**src/rtl/pulse_duration_capture_pkg.sv**
```systemverilog
// rtl/pulse_duration_capture_pkg.sv - shared widths, depths and FSM states for pulse duration capture
package pulse_duration_capture_pkg;

    // Same values the test data generator uses on the playback side
    localparam int PULSE_DURATION_SIZE = 15;
    localparam int PULSE_BUF_DEPTH     = 16;
    localparam int PULSE_BUF_IDX_W     = 4;
    localparam int PDC_W               = PULSE_DURATION_SIZE + 1;

    typedef enum logic [1:0] {
        ST_IDLE,
        ST_WAIT_EDGE,
        ST_MEASURE,
        ST_DONE
    } state_t;

endpackage

```
**src/rtl/pulse_duration_capture_if.sv**
```systemverilog
// rtl/pulse_duration_capture_if.sv - control, pulse input and read-back bundle of the capture block
interface pulse_duration_capture_if #(
    parameter int W = pulse_duration_capture_pkg::PDC_W
) ();
    logic         arm;
    logic         sig_in;
    logic         next;
    logic [W-1:0] out;
    logic         done;
    logic         busy;
    logic         first_level;
    logic         saturated;

    modport master (
        output arm, sig_in, next,
        input  out, done, busy, first_level, saturated
    );

    modport slave (
        input  arm, sig_in, next,
        output out, done, busy, first_level, saturated
    );
endinterface

```
**src/rtl/pulse_duration_capture_sync_edge_detect.sv**
```systemverilog
// rtl/pulse_duration_capture_sync_edge_detect.sv - 2-flop synchronizer with delayed copy for edge detection
module sync_edge_detect (
    input  logic clk,
    input  logic rst,
    input  logic i_sig,
    output logic o_level,
    output logic o_rise,
    output logic o_fall,
    output logic o_edge
);
    logic r_meta;
    logic r_sync;
    logic r_dly;

    always_ff @(posedge clk or negedge rst) begin
        if (!rst) begin
            r_meta <= 1'b0;
            r_sync <= 1'b0;
            r_dly  <= 1'b0;
        end else begin
            r_meta <= i_sig;
            r_sync <= r_meta;
            r_dly  <= r_sync;
        end
    end

    // Every edge goes through the same three flops, so all edges share one latency
    assign o_level = r_sync;
    assign o_rise  = r_sync & ~r_dly;
    assign o_fall  = ~r_sync & r_dly;
    assign o_edge  = r_sync ^ r_dly;
endmodule

```
**src/rtl/pulse_duration_capture.sv**
```systemverilog
// rtl/pulse_duration_capture.sv - measures high/low segment widths of sig_in into a 16-entry buffer
module pulse_duration_capture
    import pulse_duration_capture_pkg::*;
#(
    parameter int W     = PDC_W,
    parameter int DEPTH = PULSE_BUF_DEPTH,
    parameter int IDX_W = PULSE_BUF_IDX_W
) (
    input  logic                    clk,
    input  logic                    rst,
    pulse_duration_capture_if.slave bus
);
    localparam logic [W-1:0]     CNT_MAX  = {W{1'b1}};
    localparam logic [IDX_W-1:0] LAST_IDX = IDX_W'(DEPTH - 1);

    logic             w_level;
    logic             w_rise;
    logic             w_fall;
    logic             w_edge;
    logic             w_wr;

    state_t           r_state;
    logic [IDX_W-1:0] r_wr_idx;
    logic [IDX_W-1:0] r_rd_idx;
    logic [W-1:0]     r_cnt;
    logic             r_cnt_clamped;
    logic             r_done;
    logic             r_busy;
    logic             r_first_level;
    logic             r_saturated;
    logic [W-1:0]     r_buf [DEPTH];

    sync_edge_detect u_sync (
        .clk     (clk),
        .rst     (rst),
        .i_sig   (bus.sig_in),
        .o_level (w_level),
        .o_rise  (w_rise),
        .o_fall  (w_fall),
        .o_edge  (w_edge)
    );

    // A restart takes priority over an edge landing in the same cycle
    assign w_wr = (r_state == ST_MEASURE) && w_edge && !bus.arm;

    always_ff @(posedge clk or negedge rst) begin
        if (!rst) begin
            r_state       <= ST_IDLE;
            r_wr_idx      <= '0;
            r_cnt         <= '0;
            r_cnt_clamped <= 1'b0;
            r_done        <= 1'b0;
            r_busy        <= 1'b0;
            r_first_level <= 1'b0;
            r_saturated   <= 1'b0;
        end else if (bus.arm) begin
            r_state     <= ST_WAIT_EDGE;
            r_wr_idx    <= '0;
            r_done      <= 1'b0;
            r_busy      <= 1'b1;
            r_saturated <= 1'b0;
        end else begin
            case (r_state)
                ST_WAIT_EDGE: begin
                    if (w_rise || w_fall) begin
                        r_cnt         <= W'(1);
                        r_cnt_clamped <= 1'b0;
                        r_first_level <= w_level;
                        r_state       <= ST_MEASURE;
                    end
                end
                ST_MEASURE: begin
                    if (w_edge) begin
                        r_cnt         <= W'(1);
                        r_cnt_clamped <= 1'b0;
                        r_wr_idx      <= r_wr_idx + 1'b1;
                        r_saturated   <= r_saturated | r_cnt_clamped;
                        if (r_wr_idx == LAST_IDX) begin
                            r_state <= ST_DONE;
                            r_done  <= 1'b1;
                            r_busy  <= 1'b0;
                        end
                    end else if (r_cnt == CNT_MAX) begin
                        // Remember that the segment outlived the counter range
                        r_cnt_clamped <= 1'b1;
                    end else begin
                        r_cnt <= r_cnt + 1'b1;
                    end
                end
                default: begin
                end
            endcase
        end
    end

    // Read index wraps on its own; only reset moves it back to entry 0
    always_ff @(posedge clk or negedge rst) begin
        if (!rst) begin
            r_rd_idx <= '0;
        end else if (bus.next) begin
            r_rd_idx <= r_rd_idx + 1'b1;
        end
    end

    always_ff @(posedge clk) begin
        if (w_wr) begin
            r_buf[r_wr_idx] <= r_cnt;
        end
    end

    assign bus.out         = r_buf[r_rd_idx];
    assign bus.done        = r_done;
    assign bus.busy        = r_busy;
    assign bus.first_level = r_first_level;
    assign bus.saturated   = r_saturated;
endmodule

```
**src/flat_wrapper.sv**
```systemverilog
// flat-port wrapper written by rule: the top's interface ports become plain ports
module pulse_duration_capture_flat import pulse_duration_capture_pkg::*;
#(
    parameter int W     = PDC_W,
    parameter int DEPTH = PULSE_BUF_DEPTH,
    parameter int IDX_W = PULSE_BUF_IDX_W
)
  (clk, rst, bus_arm, bus_sig_in, bus_next, bus_out, bus_done, bus_busy, bus_first_level, bus_saturated);
  pulse_duration_capture_if #(.W(W)) bus_i ();
  input  logic clk;
  input  logic rst;
  input wire logic [$bits(bus_i.arm)-1:0] bus_arm;
  input wire logic [$bits(bus_i.sig_in)-1:0] bus_sig_in;
  input wire logic [$bits(bus_i.next)-1:0] bus_next;
  output wire logic [$bits(bus_i.out)-1:0] bus_out;
  output wire logic [$bits(bus_i.done)-1:0] bus_done;
  output wire logic [$bits(bus_i.busy)-1:0] bus_busy;
  output wire logic [$bits(bus_i.first_level)-1:0] bus_first_level;
  output wire logic [$bits(bus_i.saturated)-1:0] bus_saturated;
  assign bus_i.arm = bus_arm;
  assign bus_i.sig_in = bus_sig_in;
  assign bus_i.next = bus_next;
  assign bus_out = bus_i.out;
  assign bus_done = bus_i.done;
  assign bus_busy = bus_i.busy;
  assign bus_first_level = bus_i.first_level;
  assign bus_saturated = bus_i.saturated;
  pulse_duration_capture #(.W(W), .DEPTH(DEPTH), .IDX_W(IDX_W)) u_core (.clk(clk), .rst(rst), .bus(bus_i));
endmodule
```
**config.mk**
```make
export PLATFORM = sky130hd
export DESIGN_NAME = pulse_duration_capture_flat
export DESIGN_NICKNAME = d
export VERILOG_FILES = /design/src/rtl/pulse_duration_capture_pkg.sv /design/src/rtl/pulse_duration_capture_if.sv /design/src/rtl/pulse_duration_capture_sync_edge_detect.sv /design/src/rtl/pulse_duration_capture.sv /design/src/flat_wrapper.sv
export SDC_FILE = /design/constraint.sdc
export NUM_CORES = 1
export LEC_CHECK = 0
export CORE_AREA = 10 10 149 151
export DETAILED_ROUTE_END_ITERATION = 7
export DIE_AREA = 0 0 159 161
export PLACE_DENSITY_LB_ADDON = 0.08
export SLEW_MARGIN = 20
export SYNTH_ARGS = -nofsm -noshare
export SYNTH_HDL_FRONTEND = slang
export SYNTH_SLANG_ARGS = --single-unit
```
**constraint.sdc**
```tcl
create_clock -name clk -period 5.23 [get_ports clk]
set_clock_uncertainty 0.1 [all_clocks]
set_input_delay 0.7845 -clock clk [delete_from_list [all_inputs] [get_ports clk]]
set_output_delay 0.7845 -clock clk [all_outputs]
set_load 0.02 [all_outputs]
```
==> impl_metrics.toml, run 1 <==
[global_routing]
antenna_found_initial = 0
met2_usage_pct = 29.4
grt.met3_usage_pct = 3.41
track_usage_pct = 18.7
grt_pass1_wl_um = 36400
grt_max_degree = 43
grt.met1_usage_pct = 26.8
first_global_vias = 5796
top_usage_layer = "met2"
grt_overflow = 0

[logic_synthesis]
ys_types = 41
synth_adder_area_share_pct = 0.878
syn-num-nets = 567
yosysTopAreaCellShare_pct = 67.5
synthMuxAreaShare_pct = 16.1
synth_top_family_by_area = "multiplexers"
synth_enable_flop_cells = 256
syn_area_per_cell_um2 = 20.6
synthSimpleGateAreaFrac_pct = 3.78
synth_seq_cells = 290
synth.area.top_cells = "edfxtp_1, mux4_2, dfrtp_1"
synth_common_cells = "edfxtp_1, mux4_2, dfrtp_1"
synth_top_area_cell = "edfxtp_1"
yosysWarningCount = 0
synth_xor_area_share_pct = 0.835
ys.flop_type = "edfxtp_1"
seq_area_frac_synth_pct = 74.9
syn_inst = 554
synth-compound-area-share_pct = 2.38
synth_most_common_cell = "edfxtp_1"
syn_area_um2 = 11400
async_reset_ff_share_pct = 11.7

[cells_and_area]
syn_to_final_growth_pct = 14.6
final_nets = 620
stdcell_count = 894
utilization_pct = 68.0
drive_gt1_share_pct = 27.7
antennaDiodeCount = 0

[worst_setup_path]
cp-end-kind = "output port"
path_common_cell = "mux4_2"
crit_arrival_ns = 3.20
slowest_stage = "dfrtp_4"
path_class = "reg2out"
crit_path_start_kind = "flop"
path_cells = "buf_4 -> mux4_2 -> mux4_2 -> clkdlybuf4s50_1"
cp_max_fo = 17
cp_slowest_stage_delay_ns = 0.63
worstPathRequired_ns = 4.35
r2r_slack_ns = 2.11

[clocking]
numCtsBuffers = 29
ctsHoldBuffers = 0
postCtsSetupRepairBufs = 0
cts_sinks = 290
htree_levels = 1
cts_tree = "yes"
cts-root-buf = "clkbuf_16"
cts-resized-gates = 0
clk_latency_ns = 0.55
cts.path.max_buffers = 3
cts.reportedPaths.clkPinSlew_ns = 0.06

[floorplanning]
core-area_um2 = 19200
die_h_um = 161
io_pins = 25
initial_core_util_pct = 59.3
die_w_um = 159
num_rows = 51
dieArea_um2 = 25600

[min_path]
hold_class = "in2async"

[place]
dpl.hpwl_um = 13600
dp.cells = 841
io_buffers = 24
globalplace.congestion = 0.807
place_ws_ns = 1.66

[timing]
finalHoldViolCount = 0
setup_ws_ns = 1.15
drv_slew = 0
min_period_ns = 4.08
setup_viol = 0
rsz0062_at_grt = "no"
fin_tns_setup_ns = 0
fmax_ghz = 0.245
relSlewSlack_pct = 34.0
min_period_over_period_pct = 78.0
worst_slew_pin_slew_ns = 0.991

[routing]
vias_per_cell = 6.28
antenna_left = 0
wl_per_cell_um = 26.6
wirelength_um = 23800
vias = 5612
drt_iter0_markers = 569
drc = 0
dr.pass1.iters = 5

[power_and_ir_drop]
pwr_density_cell_nw_per_um2 = 461
p_leak_nw = 4.26
power_mw = 6.02
peakVddDrop_mv = 0.246

[flow_run]
maxCapViolCount = 0

[status]
status = "complete, no violations"
registers in the layout, indices dropped and copies added (netlist names):
signal,count
u_core.u_sync.r_dly,1
u_core.r_state,2
u_core.bus.busy,1
u_core.r_cnt,16
u_core.u_sync.o_level,1
u_core.r_buf,256
u_core.r_cnt_clamped,1
u_core.bus.saturated,1
u_core.r_rd_idx,4
u_core.u_sync.r_meta,1
u_core.bus.first_level,1
u_core.bus.done,1
u_core.r_wr_idx,4
path summary, 6_finish.rpt:
kind,startpoint,endpoint,cells after the start
setup / recovery,u_core.r_rd_idx[0]$_DFFE_PN0P_,bus_out[5],4
hold reg to reg,u_core.u_sync.r_meta$_DFF_PN0_,u_core.u_sync.o_level$_DFF_PN0_,0
max in group asynchronous,rst,u_core.r_rd_idx[0]$_DFFE_PN0P_,1
min in group clk,u_core.u_sync.r_meta$_DFF_PN0_,u_core.u_sync.o_level$_DFF_PN0_,0
setup reg to reg,u_core.r_state[0]$_DFFE_PN0P_,u_core.r_buf[10][3]$_DFFE_PP_,7
hold / removal,rst,u_core.r_wr_idx[1]$_DFFE_PN0P_,1
area by class of cell:
class | count | area (um2)
sequential | 290 | 8540
fill | 1227 | 6150
multi-input combinational | 233 | 2780
clock buffer | 29 | 726
timing repair buffer | 47 | 433
tap | 265 | 332
clock inverter | 24 | 223
inverter | 6 | 22.5
per-layer routing:
layer	wire length (um)	part of all wire, %
met1	9900	42
met2	11500	48
met3	1990	8.3
met4	464	1.9
met5	0	0
cell usage in the layout (no fill, tap or decap), types with 5 or more instances in the layout:
| cell | instances |
|---|---|
| clkdlybuf4s50_1 | 23 |
| clkbuf_16 | 29 |
| inv_1 | 6 |
| or3_1 | 6 |
| nor2_1 | 18 |
| ha_1 | 8 |
| a21oi_1 | 18 |
| buf_4 | 21 |
| mux4_2 | 80 |
| dfrtp_1 | 32 |
| o21ai_0 | 9 |
| nand3_1 | 7 |
| nand2_1 | 22 |
| xor2_1 | 5 |
| nor2_2 | 12 |
| clkinv_1 | 8 |
| nand4_1 | 6 |
| edfxtp_1 | 256 |
| clkinv_2 | 8 |
report_power, final:
part / leakage, nW / switching, mW / internal (mW)
sequential: 2.77 / 0.146 / 2.53
clock: 0.467 / 0.846 / 1.21
combinational: 1.03 / 0.585 / 0.707
stage by stage:
stage / cell area [um2] / hold WS [ns]
after CTS: 13100 / 0.228
after global placement: 12100 / 0.238
after detailed placement: 12100 / 0.241
after global routing: 13100 / 0.256
after floorplan: 11400 / 0.231
final: 13100 / 0.218
cells by family after synthesis:
kind of cell | Yosys count
xor gates and xnor gates | 10
DFF | 290
muxes | 83
AOI/OAI and AO/OA | 41
adders and majority gates | 8
and+or+nand+nor | 91
buffers and inverters | 31
worst max-delay path: cells and delay by family, from the launching register on:
family | cells | cell delay (ns)
flops | 1 | 0.63
mux | 2 | 1.04
buf+inv | 2 | 0.96
Power figures use the tool's default switching activity.
==> run 2: changes to the inputs <==
CORE_AREA = 10 10 155 157   (was 10 10 149 151)
DIE_AREA = 0 0 165 167   (was 0 0 159 161)
clock period = 3.7 ns   (was 5.23 ns; I/O delays follow)
==> run 2 against run 1 <==
  * Combinational power increased by 50%
  * Cell count increased by 1.8%
  * Hold slack got worse by 0.21 ns
  * Core utilization decreased by 4.8 points
  * Global-route usage decreased by 1.2 points
  * Register-to-register slack got worse by 1.3 ns
  * Total power increased by 41%
  * Non-clock buffer count increased by 5
  * Die area increased by 7.6%
  * Critical endpoint is now bus_out[15]
  * Largest power group unchanged
==> impl_metrics.toml, run 2 (synthesis results as in run 1) <==
[floorplanning]
core-area_um2 = 20800
io_pins = 25
die_h_um = 167
die_w_um = 165
num_rows = 53
initial_core_util_pct = 54.7
dieArea_um2 = 27600

[timing]
min_period_over_period_pct = 96.3
worst_slew_pin_slew_ns = 0.814
setup_ws_ns = 0.137
min_period_ns = 3.56
rsz0062_at_grt = "no"
setup_viol = 0
drv_slew = 0
relSlewSlack_pct = 45.8
fin_tns_setup_ns = 0
finalHoldViolCount = 0
finalHoldWorstSlack_ns = 0.00903
fmax_ghz = 0.281

[global_routing]
grt_max_degree = 35
antenna_found_initial = 0
track_usage_pct = 17.5
grt_overflow = 0
grt_pass1_wl_um = 36600
first_global_vias = 5849

[clocking]
cts.path.max_buffers = 3
cts-root-buf = "clkbuf_16"
cts_sinks = 290
postCtsSetupRepairBufs = 3
clk_latency_ns = 0.53
cts-resized-gates = 0
cts.reportedPaths.clkPinSlew_ns = 0.06
htree_levels = 1
ctsHoldBuffers = 0
numCtsBuffers = 29
cts_tree = "yes"

[cells_and_area]
most-common-layout-cells = "edfxtp_1, mux4_2, dfrtp_1"
syn_to_final_growth_pct = 15.5
design_area_um2 = 13200
top_regs = "u_core.r_buf (256), u_core.r_cnt (16)"
utilization_pct = 63.2
largest-register = "u_core.r_buf"
largest_reg_flops = 256
final_common_cell = "edfxtp_1"
antennaDiodeCount = 0
final_nets = 625
drive_gt1_share_pct = 27.2

[routing]
wl_per_cell_um = 25.8
vias = 5512
antenna_left = 0
vias_per_cell = 6.06
drc = 0
drt_iter0_markers = 452
dr.pass1.iters = 5
wirelength_um = 23400

[worst_setup_path]
cp-end-kind = "output port"
crit_arrival_ns = 2.91
critical-path-top-delay-family = "multiplexers"
path_cells = "buf_12 -> mux4_2 -> mux4_2 -> clkdlybuf4s50_1"
slowest_stage = "clkdlybuf4s50_1"
cp_slowest_stage_delay_ns = 0.56
cp_max_fo = 26
crit_path_start_kind = "flop"
critPathBufInv = 2
worstPathRequired_ns = 3.04
path_common_cell = "mux4_2"
path_class = "reg2out"

[flow_run]
maxCapViolCount = 0

[place]
place_area_um2 = 12200
io_buffers = 24
globalplace.congestion = 0.794
place_ws_ns = 0.533
dpl.hpwl_um = 13700

[power_and_ir_drop]
pwr_density_cell_nw_per_um2 = 643
peakVddDrop_mv = 0.411
p_leak_nw = 4.34

[status]
status = "complete, no violations"

[min_path]
hold_class = "in2async"
[run 2: routing by layer]
metal	part of all wire, %	track usage (%)	vias up
met5	0	0	-
met4	1.4	3.81	0
met3	5.7	2.42	26
met2	51	28.4	175
met1	42	24.7	2908
li1	-	-	2403
[run 2: path summary, 6_finish.rpt]
path | start | to | slack [ns] | depth (start not counted)
min | rst | u_core.r_wr_idx[2]$_DFFE_PN0P_ | 0.009 | 1
max in group asynchronous | rst | u_core.r_rd_idx[0]$_DFFE_PN0P_ | 2.88 | 1
min reg2reg | u_core.u_sync.r_meta$_DFF_PN0_ | u_core.u_sync.o_level$_DFF_PN0_ | 0.26 | 0
max reg2reg | u_core.r_state[0]$_DFFE_PN0P_ | u_core.r_buf[11][1]$_DFFE_PP_ | 0.81 | 7
max | u_core.r_rd_idx[0]$_DFFE_PN0P_ | bus_out[15] | 0.14 | 4
min in group clk | u_core.u_sync.r_meta$_DFF_PN0_ | u_core.u_sync.o_level$_DFF_PN0_ | 0.26 | 0
[run 2: metrics by stage]
stage | cells | power [mW]
finish | 910 | 8.47
global route | 910 | 8.82
CTS | 910 | 8.57
detailed placement | 853 | 5.73
global placement | 853 | 5.72
floorplan | 554 | 5.03
[run 2: area by class of cell]
| cell class | count | area [um2] |
|---|---|---|
| clock inverter | 14 | 141 |
| timing repair buffer | 52 | 546 |
| sequential | 290 | 8540 |
| fill | 1441 | 7660 |
| multi-input combinational | 233 | 2780 |
| inverter | 6 | 22.5 |
| tap | 275 | 344 |
| clock buffer | 40 | 787 |
[run 2: power by group]
group | internal, mW | leakage, nW | switching [mW]
sequential | 3.57 | 2.81 | 0.138
combinational | 1.06 | 1.07 | 0.872
clock | 1.69 | 0.454 | 1.14
